`src/rtl/rr_arbiter8_pkg.sv`:
```
// rr_arbiter8_pkg: shared sizes, state type and rotate helper for rr_arbiter8
package rr_arbiter8_pkg;
  localparam int N_REQ = 8;
  localparam int IDX_W = 3;
  typedef enum logic {IDLE, GRANT} state_t;
  function automatic logic [N_REQ-1:0] rot_mask(input logic [N_REQ-1:0] v, input logic [IDX_W-1:0] sh);
    logic [2*N_REQ-1:0] d;
    d = {v, v} >> sh;
    return d[N_REQ-1:0];
  endfunction
endpackage

```
`src/rtl/prio_enc8to3.sv`:
```
// prio_enc8to3: index of the lowest set bit of an 8-bit vector, plus valid
module prio_enc8to3
  import rr_arbiter8_pkg::*;
(
  input  logic [N_REQ-1:0] vec,
  output logic [IDX_W-1:0] idx,
  output logic             valid
);
  always_comb begin
    idx = '0;
    for (int i = N_REQ - 1; i >= 0; i--) idx = vec[i] ? IDX_W'(i) : idx;
  end
  assign valid = |vec;
endmodule

```
`src/rtl/rr_arbiter8.sv`:
```
// rr_arbiter8: 8-way round-robin arbiter with hold limit
// ARB_GRANT_CNT_EN adds a saturating grant_cnt output.
module rr_arbiter8
  import rr_arbiter8_pkg::*;
#(
  parameter int HOLD_MAX = 16,
  parameter int CNT_W    = 16
) (
  input  logic             clk,
  input  logic             rst,
  input  logic [N_REQ-1:0] req,
  output logic             gnt_valid,
  output logic [IDX_W-1:0] gnt_idx,
  output logic [N_REQ-1:0] gnt_onehot
`ifdef ARB_GRANT_CNT_EN
  ,
  output logic [CNT_W-1:0] grant_cnt
`endif
);
  localparam int HW = HOLD_MAX > 0 ? $clog2(HOLD_MAX + 1) : 1;
  if (CNT_W < 1 || HOLD_MAX < 0) begin : g_bad_param
    $error("rr_arbiter8: invalid parameters");
  end
  state_t           state;
  logic [IDX_W-1:0] ptr;
  logic [HW-1:0]    hold;
  logic             held, forced, rel, load, enc_v;
  logic [IDX_W-1:0] arb_ptr, enc_idx, win;
  logic [N_REQ-1:0] arb_vec;
  assign held    = req[gnt_idx];
  assign forced  = (HOLD_MAX != 0) && (hold == HW'(HOLD_MAX)) && held;
  assign rel     = (state == GRANT) && (!held || forced);
  assign arb_ptr = rel ? gnt_idx + IDX_W'(1) : ptr;
  // a naturally released holder is masked; a forced one competes last
  assign arb_vec = (state == GRANT && !held) ? req & ~gnt_onehot : req;
  assign win     = enc_idx + arb_ptr;
  assign load    = (state == IDLE || rel) && enc_v;
  prio_enc8to3 u_enc (.vec(rot_mask(arb_vec, arb_ptr)), .idx(enc_idx), .valid(enc_v));
  always_ff @(posedge clk) begin
    if (rst) begin
      state      <= IDLE;
      gnt_valid  <= 1'b0;
      gnt_idx    <= '0;
      gnt_onehot <= '0;
      ptr        <= '0;
      hold       <= '0;
    end else begin
      if (rel) ptr <= arb_ptr;
      if (load) begin
        state      <= GRANT;
        gnt_valid  <= 1'b1;
        gnt_idx    <= win;
        gnt_onehot <= N_REQ'(1) << win;
        hold       <= HW'(1);
      end else if (state == IDLE || rel) begin
        state      <= IDLE;
        gnt_valid  <= 1'b0;
        gnt_idx    <= '0;
        gnt_onehot <= '0;
        hold       <= '0;
      end else if (HOLD_MAX != 0 && hold != HW'(HOLD_MAX)) begin
        hold <= hold + HW'(1);
      end
    end
  end
`ifdef ARB_GRANT_CNT_EN
  always_ff @(posedge clk) begin
    if (rst) grant_cnt <= '0;
    else if (load && !(&grant_cnt)) grant_cnt <= grant_cnt + CNT_W'(1);
  end
`endif
endmodule
```
`config.mk`:
```
export PLATFORM = sky130hd
export DESIGN_NAME = rr_arbiter8
export DESIGN_NICKNAME = d
export VERILOG_FILES = /design/src/rtl/rr_arbiter8_pkg.sv /design/src/rtl/prio_enc8to3.sv /design/src/rtl/rr_arbiter8.sv
export SDC_FILE = /design/constraint.sdc
export NUM_CORES = 1
export LEC_CHECK = 0
export ABC_AREA = 1
export CAP_MARGIN = 10
export CORE_MARGIN = 2
export CORE_UTILIZATION = 55
export CTS_CLUSTER_SIZE = 40
export DETAILED_ROUTE_END_ITERATION = 16
export PLACE_DENSITY = 0.8
export SETUP_SLACK_MARGIN = 0.3
export SLEW_MARGIN = 20
export SYNTH_ARGS = -nofsm -noshare
export SYNTH_HDL_FRONTEND = slang
export SYNTH_SLANG_ARGS = --single-unit
export TNS_END_PERCENT = 5
```
`constraint.sdc`:
```
create_clock -name clk -period 4.4 [get_ports clk]
set_input_delay 0.44 -clock clk [delete_from_list [all_inputs] [get_ports clk]]
set_output_delay 0.44 -clock clk [all_outputs]
set_load 0.005 [all_outputs]
```
==> results.sh, run 1 <==
export IMPL_status="finished clean"
export IMPL_ant_nets=0
export IMPL_drive_gt1_frac=0.128
export IMPL_synthFlopType="dfxtp_1"
export IMPL_p_per_area_nw_per_um2=703
export IMPL_grt_max_degree=15
export IMPL_tns_ns=0
export IMPL_antenna_cells=0
export IMPL_drt_met1_wl_mm=1.90
export IMPL_path_clk_slew_ns=0.11
export IMPL_die_y_um=59.3
export IMPL_critPathKind="in2reg"
export IMPL_synth_seq_cells=20
export IMPL_io_pins=22
export IMPL_p_leak_nw=0.957
export IMPL_cp_max_fo=9
export IMPL_initial_utilization=0.565
export IMPL_max_freq_ghz=0.261
export IMPL_hold_slack_ns=0.479
export IMPL_synth_cell_type_count=30
export IMPL_cts_tree="done"
export IMPL_grt_pass1_wl_mm=7.26
export IMPL_swShare=0.542
export IMPL_highest_layer="met4"
export IMPL_fin_crit_sh=0.872
export IMPL_grt_overflow=0
export IMPL_end_kind="flip-flop"
export IMPL_firstDrtPassIters=4
export IMPL_area_delta_synth_final_pct=16.8
export IMPL_maxSlewViolCount=0
export IMPL_fin_crit_ns=3.84
export IMPL_dieArea_sq_um=3520
export IMPL_met3_length_um=287
export IMPL_synth_area_sq_um=1680
export IMPL_setup_viol=0
export IMPL_switchingPower_mw=0.748
export IMPL_vdd_drop_max_mv=0.388
export IMPL_cts_buffers=3
export IMPL_yosys_warnings=0
export IMPL_required_ns=4.66
export IMPL_place_congestion=0.986
export IMPL_vias=1852
export IMPL_track_usage=0.267
export IMPL_maxSlewHeadroom=0.633
export IMPL_p_seq_frac=0.192
export IMPL_numPortBuffers=21
export IMPL_synth_async_reset_ratio=0
export IMPL_cts_htree_levels=1
export IMPL_grt_pass1_vias=1586
export IMPL_wl_per_cell_um=13.2
export IMPL_fillers=271
export IMPL_routed_wl_mm=4.39
export IMPL_clockBufferDepth=2
export IMPL_cts_root_buf="clkbuf_4"
export IMPL_min_path_type="reg2reg"
export IMPL_synth_area_leader_cell="dfxtp_1"
export IMPL_yosysTopAreaCellShare=0.238
export IMPL_synth_area_top_cells="dfxtp_1, nand3_1, nand2_1"
export IMPL_drcViolationCount=0
export IMPL_power_share_clock=0.064
export IMPL_wl_met2_mm=2.11
export IMPL_place_hpwl_mm=3.40
export IMPL_drtIter0Drc=142
export IMPL_ys_seq_area_frac=0.238
export IMPL_synth_edf_count=0
export IMPL_fin_worst_skew_ns=0.00160
export IMPL_drv_cap=0
export IMPL_postLayoutCoreUtil=0.660
export IMPL_ctsHoldBuffers=0
export IMPL_die_w_um=59.3
export IMPL_core_area_sq_um=2980
export IMPL_startpoint_type="input port"
export IMPL_worst_slew_pin_slew_ns=0.550
export IMPL_hold_viol=0
export IMPL_combPwrFrac=0.744
export IMPL_netlist_instances=277
export IMPL_antenna_found_initial=0
export IMPL_rsz0062_at_grt="false"
export IMPL_rows=20
export IMPL_cp_arrival_ns=4.09
export IMPL_syn_area_per_cell_sq_um=6.08
export IMPL_power_internal_mw=0.633
export IMPL_viasPerCell=5.60
export IMPL_clock_sinks=20
export IMPL_fin_nets=315
export IMPL_clk_insertion_delay_late_ns=0.30
export IMPL_syn_num_nets=292
==> layout by cell type, fill, tap and decap left out, types with 2 or more instances in the layout <==
cell type        instances
o21ai_0                  6
nor2_1                  16
nand4_1                  5
nand3_2                  3
xor2_1                   3
inv_2                    4
clkbuf_4                 3
a21oi_1                  4
nand2_4                  5
ha_1                     4
inv_1                   29
nand2_1                 83
dfxtp_1                 19
clkdlybuf4s50_1         21
or2_2                    2
o21bai_2                 2
nand2_2                 10
nand3_1                 64
buf_4                    3
==> through the flow <==
stage	instances	cell area (sq um)	total power, mW	setup slack (ns)
floorplan	277	1680	1.02	1.17
global placement	325	1890	1.23	0.300
detailed placement	325	1890	1.23	0.195
CTS	328	1910	1.32	0.491
global route	331	1970	1.53	0.286
finish	331	1970	1.38	0.564
==> worst max-delay path, stage by stage <==
cell             delay, ns
clkdlybuf4s50_1       0.51
inv_1                 0.05
nand2_1               0.05
nand3_1               0.12
nand3_2               0.15
nand3_4               0.11
nand2_4               0.13
nand2_1               0.13
nand2_4               0.13
nand2_1               0.09
nand3_1               0.13
nand2_1               0.09
nand2_1               0.06
nand2_1               0.06
a21oi_1               0.15
o21ai_0               0.09
a21boi_0              0.18
ha_1                  0.18
inv_1                 0.05
fa_1                  0.54
inv_1                 0.08
or2_2                 0.27
nor2_1                0.14
nand3_1               0.10
nand2_1               0.06
==> state kept, by name, indices dropped and copies added (netlist names) <==
register,flops
ptr,3
gnt_idx,3
state,1
hold,5
gnt_onehot,8
==> power groups by stage <==
| stage | combinational [mW] | clock (mW) | sequential (mW) |
|---|---|---|---|
| detailed placement | 0.964 | 0 | 0.267 |
| finish | 1.03 | 0.0881 | 0.265 |
| global route | 1.16 | 0.0953 | 0.269 |
| global placement | 0.961 | 0 | 0.267 |
| floorplan | 0.766 | 0 | 0.258 |
| CTS | 0.970 | 0.0882 | 0.263 |
==> metal layers <==
metal | vias up | track usage
li1 | 940 | -
met1 | 825 | 0.367
met2 | 77 | 0.447
met3 | 10 | 0.0262
met4 | 0 | 0.0682
met5 | - | 0
==> synth_stat cells, types with 2 or more instances <==
cell type / n
nor2_1: 16
xor2_1: 3
a21oi_1: 4
nand2_4: 2
o21ai_2: 2
nand3_1: 65
ha_1: 4
nand4_1: 5
o21bai_2: 2
nand2_2: 11
nand3_2: 2
nand2_1: 84
buf_6: 2
dfxtp_1: 20
or2_2: 2
o21ai_0: 6
buf_2: 2
inv_2: 3
inv_1: 30
buf_4: 2
==> timing repair <==
action / 4_1_cts / 5_1_grt
setup endpoints to repair: 0 / 9
gates resized for setup: 0 / 8
hold endpoints to repair: 0 / 0
buffers inserted: 0 / 2
==> final timing paths <==
path	startpoint	end	slack (ns)	depth (start not counted)
worst max register to register	gnt_idx[0]	gnt_onehot[0]	0.69	24
worst min register to register	gnt_onehot[2]	gnt_onehot[2]	0.48	2
worst min-delay path	gnt_onehot[2]	gnt_onehot[2]	0.48	2
worst max-delay path	req[3]	gnt_onehot[0]	0.56	25
==> layout make-up <==
class / instances / area, sq um / area share
Timing Repair Buffer: 24 / 233 / 0.118
Sequential cell: 20 / 402 / 0.204
Multi-Input combinational cell: 217 / 1140 / 0.580
Tap cell: 33 / 41.3 / 0.0210
Clock buffer: 3 / 22.5 / 0.0115
Inverter: 34 / 128 / 0.0649
==> kinds of logic after synthesis <==
kind of cell | synth area share
xor gates and xnor gates | 0.0156
AOI/OAI and AO/OA | 0.0662
buffers and inverters | 0.106
DFF | 0.238
adders and majority gates | 0.0416
and+or+nand+nor | 0.532
Note: power is estimated with default switching activity, not from simulation.
==> inputs of run 2 (changes only) <==
CORE_MARGIN = default   (was 2)
==> results.sh, run 2 (synthesis gave the netlist of run 1 again) <==
export IMPL_clockBufferDepth=2
export IMPL_setup_ws_ns=0.621
export IMPL_grt_pass1_vias=1612
export IMPL_stdcell_count=327
export IMPL_p_per_area_nw_per_um2=699
export IMPL_io_pins=22
export IMPL_cts_htree_levels=1
export IMPL_drtIter0Drc=139
export IMPL_final_area_sq_um=1940
export IMPL_mostFrequentLayoutCells="nand2_1, nand3_1, inv_1"
export IMPL_hold_viol=0
export IMPL_required_ns=4.66
export IMPL_viasPerCell=5.50
export IMPL_numPortBuffers=21
export IMPL_maxSlewViolCount=0
export IMPL_die_y_um=57.3
export IMPL_startpoint_type="input port"
export IMPL_drv_cap=0
export IMPL_post_cts_setup_buffers=0
export IMPL_r2r_start="hold[0]"
export IMPL_crit_path_start="req[5]"
export IMPL_initial_utilization=0.595
export IMPL_ant_nets=0
export IMPL_end_kind="flip-flop"
export IMPL_p_leak_nw=0.949
export IMPL_place_hpwl_mm=3.34
export IMPL_cp_arrival_ns=4.04
export IMPL_maxSlewHeadroom=0.650
export IMPL_place_congestion=0.909
export IMPL_firstDrtPassIters=10
export IMPL_regMostFlops="gnt_onehot"
export IMPL_rows=19
export IMPL_dieArea_sq_um=3290
export IMPL_antenna_cells=0
export IMPL_grt_max_degree=15
export IMPL_tns_ns=0
export IMPL_r2r_slack_ns=0.64
export IMPL_min_path_type="reg2reg"
export IMPL_critPathKind="in2reg"
export IMPL_core_area_sq_um=2830
export IMPL_vias=1798
export IMPL_drive_gt1_frac=0.115
export IMPL_max_freq_ghz=0.265
export IMPL_status="complete, but fails checks"
export IMPL_dp_cells=323
export IMPL_fin_nets=312
export IMPL_die_w_um=57.3
export IMPL_wl_per_cell_um=13.1
export IMPL_worst_slew_pin_slew_ns=0.524
export IMPL_track_usage=0.281
export IMPL_min_from="gnt_onehot[0]"
export IMPL_cts_root_buf="clkbuf_4"
export IMPL_top_regs="gnt_onehot (8), hold (5)"
export IMPL_antenna_found_initial=0
export IMPL_clock_sinks=20
export IMPL_cp_max_fo=12
export IMPL_place_area_sq_um=1890
export IMPL_clk_insertion_delay_late_ns=0.30
export IMPL_routed_wl_mm=4.27
export IMPL_grt_overflow=0
export IMPL_hold_slack_ns=0.492
export IMPL_fin_crit_ns=3.78
export IMPL_failed_checks="design-rule violations"
export IMPL_path_clk_slew_ns=0.12
export IMPL_fin_worst_skew_ns=0.00178
export IMPL_dp_slack_ns=0.249
export IMPL_drcViolationCount=4
export IMPL_fin_crit_sh=0.859
export IMPL_grt_pass1_wl_mm=7.20
export IMPL_area_delta_synth_final_pct=15.3
export IMPL_cts_tree="done"
export IMPL_ctsHoldBuffers=0
export IMPL_largest_register_ffs=8
export IMPL_setup_viol=0
export IMPL_rsz0062_at_grt="false"
export IMPL_cts_buffers=3
export IMPL_vdd_drop_max_mv=0.426
export IMPL_final_common_cell="nand2_1"
==> run 2: cell count changes in the layout (fill, tap and decap cells not counted), sizes merged <==
cell / previous run / this run
clkbuf: 3 / 4
nand2: 98 / 97
buf: 3 / 1
==> run 2: per-layer routing <==
layer,vias up,part of all wire,track usage
met2,73,0.44,0.449
met3,8,0.076,0.0340
met5,-,0,0
met1,785,0.47,0.409
met4,0,0.010,0.0557
li1,932,-,-
==> run 2: power by group <==
part / total, mW / internal, mW / switching [mW]
Combinational: 0.980 / 0.358 / 0.622
Sequential: 0.265 / 0.223 / 0.0418
Clock: 0.111 / 0.0505 / 0.0605
Total: 1.36 / 0.632 / 0.725
==> run 2: area by class of cell <==
cell class | count | area [sq um]
Inverter | 34 | 128
Clock buffer | 4 | 36.3
Fill cell | 277 | 888
Tap cell | 31 | 38.8
Timing Repair Buffer | 22 | 218
Sequential cell | 20 | 402
Multi-Input combinational cell | 216 | 1120
==> run 2: critical path, cell delays in order <==
cell and delay [ns]:
clkdlybuf4s50_1 0.51, inv_1 0.06, nand2_1 0.06, nand3_1 0.08, nand3_2 0.11, nand3_4 0.10
nand2_4 0.13, inv_2 0.06, nand2_1 0.07, o21ai_2 0.05, inv_1 0.30, nand3_1 0.13
nand2_1 0.11, nand2_1 0.07, a21oi_1 0.11, o21ai_0 0.07, a21boi_0 0.16, ha_1 0.17
inv_1 0.05, fa_1 0.52, inv_1 0.07, or2_2 0.27, nor2_1 0.15, nand3_1 0.11
nand2_1 0.07
==> run 2: path summary, 6_finish.rpt <==
kind	end	depth (start not counted)
max	gnt_onehot[4]	25
min	gnt_onehot[0]	2
max reg2reg	gnt_onehot[4]	23
min reg2reg	gnt_onehot[0]	2
==> run 2: repair_timing <==
action                                 in CTS  in global routing
endpoints found under the hold margin       0                  0
gates resized for setup                     0                  4
setup endpoints to repair                   0                  3
==> run 2: metrics by stage <==
step / total power [mW] / utilization
floorplan: 1.02 / -
global placement: 1.22 / 0.667
detailed placement: 1.22 / 0.667
CTS: 1.33 / 0.680
global route: 1.50 / 0.686
finish: 1.36 / 0.686
